[src/rtl/hazard_control_unit.sv]
// Pipeline hazard control: stall/flush for load-use, taken branches and slow data memory, plus EX forwarding selects.
// Latency: stall/flush/forward outputs are combinational (same cycle); counters and mem_error update on the clock edge.
// Backpressure: a pending data-memory access (mem_ready low) freezes the whole pipeline until ready, or forever after a timeout.
module hazard_control_unit #(
    parameter int REG_ADDR_W   = 5,
    parameter int CNT_WIDTH    = 16,
    parameter int WAIT_TIMEOUT = 64
) (
    input  logic                  clk,
    input  logic                  reset,
    input  logic [REG_ADDR_W-1:0] rs1_d,
    input  logic [REG_ADDR_W-1:0] rs2_d,
    input  logic [REG_ADDR_W-1:0] rs1_e,
    input  logic [REG_ADDR_W-1:0] rs2_e,
    input  logic [REG_ADDR_W-1:0] rd_e,
    input  logic                  mem_read_e,
    input  logic                  pc_src_e,
    input  logic [REG_ADDR_W-1:0] rd_m,
    input  logic                  reg_write_m,
    input  logic                  mem_req_m,
    input  logic                  mem_ready,
    input  logic [REG_ADDR_W-1:0] rd_w,
    input  logic                  reg_write_w,
    output logic                  stall_f,
    output logic                  stall_d,
    output logic                  stall_e,
    output logic                  stall_m,
    output logic                  flush_d,
    output logic                  flush_e,
    output logic                  flush_w,
    output logic [1:0]            forward_a_e,
    output logic [1:0]            forward_b_e,
    output logic                  mem_error,
    output logic [CNT_WIDTH-1:0]  stall_count,
    output logic [CNT_WIDTH-1:0]  flush_count
);

    localparam int WCW = (WAIT_TIMEOUT > 2) ? $clog2(WAIT_TIMEOUT) : 1;
    localparam logic [WCW-1:0] WAIT_LAST = WCW'(WAIT_TIMEOUT - 1);

    typedef enum logic [1:0] {
        IDLE     = 2'd0,
        MEM_WAIT = 2'd1,
        ERROR    = 2'd2
    } state_t;

    state_t         state;
    state_t         state_nxt;
    logic [WCW-1:0] wait_cnt;
    logic           freeze;
    logic           lw_stall;

    // MEM forwarding wins over WB; x0 is never forwarded.
    function automatic logic [1:0] fwd_sel(
        input logic [REG_ADDR_W-1:0] rs,
        input logic [REG_ADDR_W-1:0] rdm,
        input logic                  rwm,
        input logic [REG_ADDR_W-1:0] rdw,
        input logic                  rww
    );
        logic [1:0] sel;
        sel = 2'b00;
        if (rwm && (rdm != '0) && (rdm == rs)) begin
            sel = 2'b10;
        end else if (rww && (rdw != '0) && (rdw == rs)) begin
            sel = 2'b01;
        end
        return sel;
    endfunction

    // State register for the memory-wait FSM.
    always_ff @(posedge clk or negedge reset) begin
        if (!reset) begin
            state <= IDLE;
        end else begin
            state <= state_nxt;
        end
    end

    // Wait counter: held at zero outside MEM_WAIT so it starts from zero on entry.
    always_ff @(posedge clk or negedge reset) begin
        if (!reset) begin
            wait_cnt <= '0;
        end else if (state != MEM_WAIT) begin
            wait_cnt <= '0;
        end else begin
            wait_cnt <= wait_cnt + 1'b1;
        end
    end

    // Next state and Mealy freeze; the ready cycle itself is not frozen.
    always_comb begin
        state_nxt = state;
        freeze    = 1'b0;
        case (state)
            IDLE: begin
                if (mem_req_m && !mem_ready) begin
                    freeze    = 1'b1;
                    state_nxt = MEM_WAIT;
                end
            end
            MEM_WAIT: begin
                if (mem_ready) begin
                    state_nxt = IDLE;
                end else begin
                    freeze = 1'b1;
                    if (wait_cnt == WAIT_LAST) begin
                        state_nxt = ERROR;
                    end
                end
            end
            ERROR: begin
                freeze = 1'b1;
            end
            default: begin
                state_nxt = IDLE;
            end
        endcase
    end

    // Load in EX whose destination is read by the instruction in ID.
    always_comb begin
        lw_stall = mem_read_e && (rd_e != '0) && ((rd_e == rs1_d) || (rd_e == rs2_d));
    end

    // Stall/flush controls; freeze overrides, and a taken branch cancels the load-use stall.
    always_comb begin
        stall_f = 1'b0;
        stall_d = 1'b0;
        stall_e = 1'b0;
        stall_m = 1'b0;
        flush_d = 1'b0;
        flush_e = 1'b0;
        flush_w = 1'b0;
        if (freeze) begin
            stall_f = 1'b1;
            stall_d = 1'b1;
            stall_e = 1'b1;
            stall_m = 1'b1;
            flush_w = 1'b1;
        end else begin
            stall_f = lw_stall && !pc_src_e;
            stall_d = lw_stall && !pc_src_e;
            flush_d = pc_src_e;
            flush_e = pc_src_e || lw_stall;
        end
    end

    // Forwarding selects for both EX operands, independent of freeze.
    always_comb begin
        forward_a_e = fwd_sel(rs1_e, rd_m, reg_write_m, rd_w, reg_write_w);
        forward_b_e = fwd_sel(rs2_e, rd_m, reg_write_m, rd_w, reg_write_w);
    end

    // Sticky error flag, raised as the FSM moves into ERROR.
    always_ff @(posedge clk or negedge reset) begin
        if (!reset) begin
            mem_error <= 1'b0;
        end else if (state_nxt == ERROR) begin
            mem_error <= 1'b1;
        end
    end

    // Saturating performance counters.
    always_ff @(posedge clk or negedge reset) begin
        if (!reset) begin
            stall_count <= '0;
            flush_count <= '0;
        end else begin
            if (stall_f && (stall_count != '1)) begin
                stall_count <= stall_count + 1'b1;
            end
            if ((flush_d || flush_e) && (flush_count != '1)) begin
                flush_count <= flush_count + 1'b1;
            end
        end
    end

endmodule

[config.mk]
export PLATFORM = sky130hd
export DESIGN_NAME = hazard_control_unit
export DESIGN_NICKNAME = d
export VERILOG_FILES = /design/src/rtl/hazard_control_unit.sv
export SDC_FILE = /design/constraint.sdc
export NUM_CORES = 1
export LEC_CHECK = 0
export CORE_UTILIZATION = 35
export CTS_CLUSTER_DIAMETER = 150
export DETAILED_ROUTE_END_ITERATION = 10
export PLACE_DENSITY = 0.65
export REMOVE_ABC_BUFFERS = 1
export SYNTH_ARGS = -nofsm -noshare
export SYNTH_HDL_FRONTEND = slang
export SYNTH_SLANG_ARGS = --single-unit
[constraint.sdc]
create_clock -name clk -period 2.45 [get_ports clk]
set_clock_uncertainty 0.05 [all_clocks]
set_input_delay 0.245 -clock clk [delete_from_list [all_inputs] [get_ports clk]]
set_output_delay 0.245 -clock clk [all_outputs]
set_load 0.02 [all_outputs]
Yosys cells after proc, flatten, opt, wreduce, memory -nomap -nowiden:

Index checks and enable logic that the tools add are counted.

* register bits after elaboration: 41
* input bits: 43
* output and inout port bits: 44
* logic and storage cells: 58

* add/sub/neg operators: 3
* equality and inequality tests: 13
* mux-type cells: 16
* reductions and logical operators: 21

Operator list (number)
* adder 16 x 1 -> 16 bit (second input constant): 2
* inequality test 16 bit (second input constant): 2
* == test 5 bit: 6
* nonzero test 5 bit: 3
* logical AND 1 bit: 12
* two-way mux 2 bit: 5
* two-way mux 1 bit: 8
* adder 6 x 1 -> 6 bit (second input constant): 1
* == test 6 bit (second input constant): 1
* two-way mux 6 bit: 1
* one-hot mux 2 bit (3 select lines): 1
* == test 2 bit (second input constant): 2
* logical OR 1 bit: 3
* one-hot mux 1 bit (3 select lines): 1
* == test 2 x 1 -> 1 bit (second input constant): 1
* logical NOT 1 bit: 2
* logical NOT 2 bit: 1
* inequality test 2 x 1 -> 1 bit (second input constant): 1

Logic depth before layout (Yosys ltp):

Gate-level depths: netlist of run 1.

* depth after elaboration: 7
* mapped depth: 9
* depth with buffers taken out: 7

Least setup slack after synthesis of run 1:

No wires, ideal clock.

* kind: input to output
* start: in rd_m[1]
* end: out forward_a_e[0]
* arrival time: 1.862 ns
* required time: 2.155 ns
* slack: 0.293 ns
* stages on the path: 4
* path buffers: 0
* cells stage by stage: or4_1 o21ai_0 nor4_1 nor4_1

* word-level cells in the longest chain between the ends: 4
* elaborated cells between the ends (all ways): 5
* those cells by class: 1 x eq/ne; 1 x mux; 3 x reduce/logical

RTL lines
* start, declared: line 18 `input logic [REG_ADDR_W-1:0] rd_m,`
* nonzero test 5 bit: line 63 `if (rwm && (rdm != '0) && (rdm == rs)) begin`
* logical AND 1 bit: line 63
* logical AND 1 bit (*): line 63
* two-way mux 2 bit (*): line 63
* end, declared: line 31 `output logic [1:0] forward_a_e,`

Every way passes the cells marked *; elsewhere a longest branch is shown, timed or not.

Worst setup path after layout of run 1:

* start: in rd_e[2]
* end: out flush_e

* word-level cells in the longest chain between the ends: 5
* elaborated cells between the ends (all ways): 8
* those cells by class: 2 x eq/ne; 1 x mux; 5 x reduce/logical

RTL lines
* start, declared: line 15 `input logic [REG_ADDR_W-1:0] rd_e,`
* == test 5 bit / nonzero test 5 bit (equally long branches): line 123 `lw_stall = mem_read_e && (rd_e != '0) && ((rd_e == rs1_d) || (rd_e == rs2_d));`
* logical OR 1 bit / logical AND 1 bit (equally long branches): line 123
* logical AND 1 bit (*): line 123
* logical OR 1 bit (*): line 145 `flush_e = pc_src_e || lw_stall;`
* two-way mux 1 bit (*): line 135 `if (freeze) begin`
* end, declared: line 29 `output logic flush_e,`

Marked as above.

==> results of run 1 <==
[registers in the layout, summed over array words and instances (netlist names)]
| signal | count |
|---|---|
| flush_count | 16 |
| mem_error | 1 |
| wait_cnt | 6 |
| state | 2 |
| stall_count | 16 |
[metal layers]
metal  up-vias  share of wire [%]
met5         -                  0
met4         0                2.1
met2        48                 49
li1       1037                  -
met1       990                 44
met3        14                4.8
[worst paths after layout]
| path | start | to | slack, ps |
|---|---|---|---|
| worst max-delay path | rd_e[2] | flush_e | 120 |
| worst min-delay path | reset | stall_count[10] | 30 |
| worst max register to register | stall_count[0] | stall_count[11] | 260 |
| worst min register to register | wait_cnt[0] | wait_cnt[0] | 410 |
| max in group asynchronous | reset | flush_count[9] | 1740 |
| min in group clk | wait_cnt[0] | wait_cnt[0] | 410 |
[cells by family after synthesis]
kind of cell / synth area share, %
buf+inv: 3.537
xor+xnor: 23.26
flops: 43.94
mux: 0.9646
simple gates: 21.86
compound gates: 4.824
fa+ha+maj: 1.608
[power breakdown]
part	internal, mW	switching [mW]	total [mW]
combinational	0.566	0.532	1.10
sequential	0.840	0.206	1.05
clock	0.331	0.240	0.571
[layout make-up]
cell class / count / area [µm²] / area share, %
Tap cell: 77 / 96.34 / 2.696
Sequential cell: 41 / 1026 / 28.71
Timing Repair Buffer: 114 / 1050 / 29.38
Multi-Input combinational cell: 179 / 1259 / 35.22
Inverter: 6 / 22.52 / 0.6303
Clock inverter: 2 / 37.54 / 1.050
Clock buffer: 6 / 82.58 / 2.311
[worst reg2reg max path: cells and delay by family, from the launching register on]
family,cells,cell delay (ps)
compound gates,1,290
xor+xnor,1,140
fa+ha+maj,1,210
buf+inv,1,200
flops,1,410
simple gates,4,770
[what timing repair did]
item / 4_1_cts / 5_1_grt
gates resized for setup: 14 / 6
endpoints found under the setup margin: 7 / 12
hold buffers: 0 / 0
pin swaps: 0 / 0
[synthesized netlist by cell type, drive strengths merged]
master / n
and3: 6
nand4: 10
o31a: 1
a21oi: 3
or3: 2
nand3: 13
inv: 6
o22a: 1
nand2b: 2
or4: 6
and2: 1
nor2: 20
nand2: 17
o21ai: 5
o21a: 1
and4: 4
o41ai: 1
or2: 1
o221ai: 1
xor2: 31
buf: 6
dfrtp: 41
mux2: 2
a32oi: 1
ha: 3
o22ai: 1
xnor2: 31
nor3: 7
nor4: 8
==> results.md, run 1 <==
- Status: complete, no violations
- Critical Path Max Stage Delay: 550 ps
- H-tree Lvls: 2
- Die width: 83.68 µm
- Clock latency on the worst-skew pair: 290 ps
- GRT Max-Usage Layer: met2
- Initial core utilization: 36.56%
- Hold_ws: 34.02 ps
- Vias in the first global route: 2,152
- Placed inst area: 3437 µm²
- Final cycle utilization of the critical path: 95.29%
- Most frequent cells in the layout: 78 x clkdlybuf4s50_1, 41 x dfrtp_1, 31 x xnor2_1, 31 x xor2_1, 28 x buf_4
- Slew HR: 38.50%
- R2r worst-path depth: 8
- Hold Crit Class: input port to async pin
- Non-Filler Instances: 425
- Post-Synthesis Cells: 232
- DRC Markers: 0
- Row count: 29
- Setup-failing EPs final: 0
- Initial antenna violation count: 0
- Crit start category: input port
- Placed insts: 417
- Die ar.: 7002 µm²
- Post-layout utilization of the core: 55.96%
- Maximum VDD drop: 0.6479 mV
- Fin Setup TNS: 0 ps
- Die H: 83.68 µm
- Crit path DAT: 2040 ps
- First-pass GRT wire length: 9798 µm
- Final wirelength: 5882 µm
- Crit Path Category: input port to primary output
- Placer Congestion: 0.8383
- Final worst slack: 115.5 ps
- Fill count: 586
- Met3 usage: 3.660%
- Count of different cell masters after synthesis: 34
- First DRT Iteration DRCs: 29
- Yosys top cell by area: dfrtp_1
- Final Cell Area: 3573 µm²
- Port bufs: 86
- Register area share after synthesis: 43.94%
- Worst-Margin Slew: 922.4 ps
- Total GRT Usage: 17.32%
- Worst slack, placed: -327.5 ps
- Post-route ant nets: 0
- WL/cell: 13.84 µm
- CP max FO: 3
- Fin nets: 393
- CP Cell Sequence: clkdlybuf4s50_1, or4_4, o21a_1, a21oi_2, nor2_1, dlygate4sd2_1
- Share of layout cells above drive strength 1: 14.66%
- I/O pins: 87
- RSZ-0062 raised after global routing: true
- Pwr/cell area: 759.8 nW/µm²
- Mapped Area: 2335 µm²
- Yosys top cell area share: 43.94%
- Clock tree buffer depth: 2
- Cell count along the critical path: 6
- Largest net degree at the start of global routing: 42
- Mean area per synthesized cell: 10.06 µm²
- Root Buffer: clkbuf_8
- Crit end category: primary output
- Delay-heaviest family, CP: buffers and inverters
- Num Clock Sinks: 41
- Crit path buf inv count: 2
- Most common cell after layout, fill and taps aside: clkdlybuf4s50_1
- Synth-to-Final Area Change: 53.05%
- Maxcap violations: 0
- CTS clk-pin slew, worst paths: 80 ps
- Core Area: 6386 µm²
- Synthesis Warnings: 0
- Max Transition Viols Final: 0
- CTS tree: built
- Setup Fix Bufs, Post-CTS: 0
- WP data required: 2150 ps
- Total Power: 2.715 mW
- Final hold vios: 0
- DR vias/cell: 4.915
- TritonCTS buffer count: 5
- Static leakage: 1.477 nW
- GR Layer Usage met1: 21.72%
- Post-route minimum period: 2334 ps
- Grt total ovfl: 0
- Yosys reg bits: 41
- DR vias: 2,089
- Met2 usage: 29.34%
- Initial DRT Pass Iterations: 4
- N_diodes: 0
- HPWL reported at the end of detailed placement: 4591 µm
- Largest cells by area after synthesis: dfrtp_1 44%, xnor2_1 12%, xor2_1 12%, nor2_1 3.2%, nand3_1 2.8%
- Achievable Freq: 428.4 MHz
- CP max stage cell: or4_4
Note: power is estimated with default switching activity, not from simulation.
==> inputs of run 2 (changes only) <==
==> constraint.sdc (replaced) <==
create_clock -name clk -period 2.65 [get_ports clk]
set_clock_uncertainty 0.05 [all_clocks]
set_input_delay 0.265 -clock clk [delete_from_list [all_inputs] [get_ports clk]]
set_output_delay 0.265 -clock clk [all_outputs]
set_load 0.02 [all_outputs]
==> results.md, run 2 (synthesized netlist as in run 1, its figures left out) <==
- Status: complete, no violations
- Slew HR: 39.03%
- Port bufs: 86
- Vias in the first global route: 2,089
- Post-layout utilization of the core: 54.13%
- First-pass GRT wire length: 9370 µm
- I/O pins: 87
- Crit start category: input port
- Reg2Reg Setup Slack: 280 ps
- Synth-to-Final Area Change: 48.07%
- Delay-heaviest family, CP: buffers and inverters
- Achievable Freq: 394.0 MHz
- R2r worst-path depth: 6
- Setup-failing EPs final: 0
- DR vias/cell: 4.985
- Num Clock Sinks: 41
- Post-route minimum period: 2538 ps
- RR Endpoint: stall_count[1]
- Die width: 83.68 µm
- Crit path buf inv count: 3
- CP Cell Sequence: clkdlybuf4s50_1, or4_1, o21ai_1, nor4_2, buf_4, clkdlybuf4s50_1
- Initial DRT Pass Iterations: 4
- First DRT Iteration DRCs: 58
- Footprint of the multi-input gates: 1239 µm²
- Crit path DAT: 2220 ps
- CP max FO: 2
- Fill count: 586
- Hold Crit Class: input port to async pin
- DRC Markers: 0
- WP data required: 2340 ps
- Share of layout cells above drive strength 1: 9.552%
- Root Buffer: clkbuf_8
- Critical Path Max Stage Delay: 520 ps
- RR Startpoint: stall_count[0]
- Crit path top cell by count: clkdlybuf4s50_1
- Total GRT Usage: 16.37%
- Final wirelength: 5742 µm
- Clock tree buffer depth: 2
- Placed insts: 405
- Die H: 83.68 µm
- WL/cell: 13.94 µm
- RSZ-0062 raised after global routing: false
- Fin nets: 381
- Initial antenna violation count: 0
- Placed inst area: 3347 µm²
- Max Transition Viols Final: 0
- Clock latency on the worst-skew pair: 290 ps
- CP Capture Point: forward_a_e[1]
- H-tree Lvls: 2
- Crit end category: primary output
- Final hold vios: 0
- Pwr/cell area: 705.3 nW/µm²
- Worst-Margin Slew: 914.5 ps
- N_diodes: 0
- CTS tree: built
- Fin Setup TNS: 0 ps
- Crit path from: rd_m[1]
- DR vias: 2,054
- Final Cell Area: 3457 µm²
- Grt total ovfl: 0
- Maxcap violations: 0
- TritonCTS buffer count: 5
- CTS hold repair buffers: 0
- Largest net degree at the start of global routing: 42
- Initial core utilization: 36.56%
- HPWL reported at the end of detailed placement: 4360 µm
- Non-Filler Instances: 412
- Post-route ant nets: 0
- Core Area: 6386 µm²
- CP max stage cell: or4_1
- Row count: 29
- Setup Fix Bufs, Post-CTS: 0
- CTS clk-pin slew, worst paths: 70 ps
- Die ar.: 7002 µm²
- Register Area: 1026 µm²
- Most common cell after layout, fill and taps aside: clkdlybuf4s50_1
- Top Registers: flush_count: 16 flops, stall_count: 16 flops, wait_cnt: 6 flops
- Crit Path Category: input port to primary output
- Placer Congestion: 0.8303
- Static leakage: 1.411 nW
- Cell count along the critical path: 6
- Maximum VDD drop: 0.5571 mV
- Final cycle utilization of the critical path: 95.76%
- Most frequent cells in the layout: 80 x clkdlybuf4s50_1, 41 x dfrtp_1, 31 x xnor2_1, 31 x xor2_1, 20 x nor2_1
## run 2: metal layers
layer	vias up	part of all wire, %	track usage (%)
met3	8	4.6	3.660
met2	49	50	28.60
met4	0	1.5	6.163
met1	980	44	19.57
met5	-	0	0
li1	1017	-	-
## run 2: through the flow
| stage | total power, mW | hold slack, ps | worst slack, ps |
|---|---|---|---|
| after floorplan | 1.442 | -80.59 | 453.0 |
| after global placement | 1.960 | 397.6 | -101.8 |
| after detailed placement | 1.971 | 404.4 | -147.5 |
| after CTS | 2.457 | 94.34 | 49.80 |
| after global routing | 2.577 | 141.4 | 30.71 |
| final | 2.438 | 56.57 | 112.2 |
## run 2: worst min-delay path by stage
stage / start / to
after global routing: reset / stall_count[8]
after CTS: reset / stall_count[10]
after global placement: wait_cnt[0] / wait_cnt[0]
after floorplan: reset / flush_count[0]
after detailed placement: reset / stall_count[10]
final: reset / stall_count[10]
## run 2: where the power goes
group	internal [mW]	switching (mW)
registers	0.777	0.190
logic	0.506	0.482
clock network	0.274	0.209
total	1.56	0.881
## run 2: what timing repair did
action                                  4_1_cts  5_1_grt
pin swaps                                     0        0
endpoints found under the setup margin        5        2
endpoints found under the hold margin         0        0
gates resized for setup                       5        3
## run 2: area by class of cell
cell class              instances  area share [%]
clock buffers                   5           1.991
inverters                       6          0.6515
clock inverters                 2           1.013
flip-flops and latches         41           29.68
multi-input cells             179           35.83
well taps                      77           2.787
repair buffers                102           28.05
==> inputs of run 3 (changes only) <==
--- a/config.mk
+++ b/config.mk
@@ -5,10 +5,13 @@
 export SDC_FILE = /design/constraint.sdc
 export NUM_CORES = 1
 export LEC_CHECK = 0
-export CORE_UTILIZATION = 35
+export CELL_PAD_IN_SITES_DETAIL_PLACEMENT = 0
+export CELL_PAD_IN_SITES_GLOBAL_PLACEMENT = 2
+export CORE_MARGIN = 3
+export CORE_UTILIZATION = 26
 export CTS_CLUSTER_DIAMETER = 150
 export DETAILED_ROUTE_END_ITERATION = 10
-export PLACE_DENSITY = 0.65
+export PLACE_DENSITY = 0.78
 export REMOVE_ABC_BUFFERS = 1
 export SYNTH_ARGS = -nofsm -noshare
 export SYNTH_HDL_FRONTEND = slang
==> results.md, run 3 (synthesized netlist as in run 1, its figures left out) <==
- Maximum VDD drop: 0.5170 mV
- Post-route ant nets: 0
- Setup-failing EPs final: 0
- Core Area: 8464 µm²
- Crit path from: rd_m[4]
- RR Startpoint: stall_count[0]
- Most frequent cells in the layout: 80 x clkdlybuf4s50_1, 41 x dfrtp_1, 31 x xnor2_1, 31 x xor2_1, 20 x nor2_1
- DRC Markers: 0
- Pwr/cell area: 691.7 nW/µm²
- R2r worst-path depth: 6
- H-tree Lvls: 2
- Max Transition Viols Final: 0
- Crit path DAT: 2140 ps
- Crit start category: input port
- DR vias: 2,063
- Share of layout cells above drive strength 1: 9.524%
- Achievable Freq: 407.1 MHz
- Slew HR: 37.23%
- Root Buffer: clkbuf_8
- Non-Filler Instances: 441
- Top Registers: flush_count: 16 flops, stall_count: 16 flops, wait_cnt: 6 flops
- Initial antenna violation count: 0
- RSZ-0062 raised after global routing: false
- Reg2Reg Setup Slack: 280 ps
- Hold_ws: 70.80 ps
- Cell count along the critical path: 7
- CP max FO: 2
- Row count: 33
- Clock latency on the worst-skew pair: 290 ps
- Synth-to-Final Area Change: 49.52%
- CTS clk-pin slew, worst paths: 70 ps
- Grt total ovfl: 0
- Final cycle utilization of the critical path: 92.70%
- Setup Fix Bufs, Post-CTS: 0
- Static leakage: 1.430 nW
- Num Clock Sinks: 41
- RR Endpoint: stall_count[1]
- Total GRT Usage: 12.29%
- CP max stage cell: clkdlybuf4s50_1
- Critical Path Max Stage Delay: 580 ps
- Die H: 100.8 µm
- Crit path buf inv count: 4
- Die ar.: 10,150 µm²
- TritonCTS buffer count: 5
- Final wirelength: 6121 µm
- Maxcap violations: 0
- Most common cell after layout, fill and taps aside: clkdlybuf4s50_1
- DR vias/cell: 4.678
- CTS tree: built
- Post-route minimum period: 2456 ps
- CP Capture Point: forward_a_e[1]
- Worst-Margin Slew: 941.6 ps
- Placed insts: 433
- Initial core utilization: 27.58%
- Largest net degree at the start of global routing: 42
- Crit Path Category: input port to primary output
- Placer Congestion: 0.7819
- Hold Crit Class: input port to async pin
- Die width: 100.8 µm
- WL/cell: 13.88 µm
- Final hold vios: 0
- Vias in the first global route: 2,154
- CTS hold repair buffers: 0
- HPWL reported at the end of detailed placement: 4771 µm
- Fill count: 853
- First DRT Iteration DRCs: 40
- Crit end category: primary output
- I/O pins: 87
- N_diodes: 0
- CP Cell Sequence: clkdlybuf4s50_1, buf_4, xnor2_1, nand3_1, nor4_2, buf_4, clkdlybuf4s50_1
- First-pass GRT wire length: 10,240 µm
- Port bufs: 86
- Status: complete, no violations
- Delay-heaviest family, CP: buffers and inverters
- WP data required: 2340 ps
- Fin nets: 381
- Clock tree buffer depth: 2
- Initial DRT Pass Iterations: 4
-- run 3: worst min path at each step --
| stage | startpoint | endpoint | slack (ps) | depth (start not counted) |
|---|---|---|---|---|
| CTS | reset | flush_count[4] | 100 | 1 |
| finish | reset | flush_count[4] | 70 | 1 |
| detailed placement | mem_error | mem_error | 400 | 1 |
| global placement | wait_cnt[0] | wait_cnt[0] | 390 | 1 |
| floorplan | reset | flush_count[0] | -80 | 0 |
| global route | reset | flush_count[2] | 140 | 1 |
-- run 3: worst register-to-register path, stage by stage (launching register included) --
cell     delay (ps)
dfrtp_1         420
ha_1            210
nand4_1         150
nor4_1          450
nor3_1          150
a21oi_4         440
mux2_2          390
-- run 3: cell type report --
| class | instances | area, µm² | area share (%) |
|---|---|---|---|
| multi-input combinational | 179 | 1232 | 35.30 |
| sequential | 41 | 1026 | 29.39 |
| timing repair buffer | 102 | 977.2 | 27.99 |
| tap | 105 | 131.4 | 3.763 |
| clock buffer | 7 | 96.34 | 2.760 |
| inverter | 6 | 22.52 | 0.6452 |
| clock inverter | 1 | 5.005 | 0.1434 |
-- run 3: layer usage --
metal  share of wire, %  vias up  global-route usage, %
met2                 43       75                  18.43
met3                6.9       12                  3.529
li1                   -     1011                      -
met5                  0        -                      0
met1                 48      965                  16.87
met4                2.0        0                  4.249
-- run 3: metrics by stage --
step	setup TNS [ps]	area (µm²)	total power, mW	utilization, %	setup WS [ps]
global placement	-240.0	3382	1.988	39.96	-131.0
finish	0	3491	2.415	41.24	193.5
CTS	0	3480	2.450	41.11	3.418
floorplan	0	2275	1.442	-	453.0
global route	0	3491	2.578	41.24	49.03
detailed placement	-274.7	3382	1.987	39.96	-140.9
-- run 3: repair_timing --
item / 4_1_cts / 5_1_grt
cloned: 0 / 0
gates resized for setup: 3 / 4
endpoints found under the setup margin: 3 / 4
-- run 3: power breakdown --
part           internal [mW]  switching, mW  total, mW
combinational          0.512          0.486      0.998
clock                  0.235          0.210      0.446
sequential             0.777          0.194      0.972
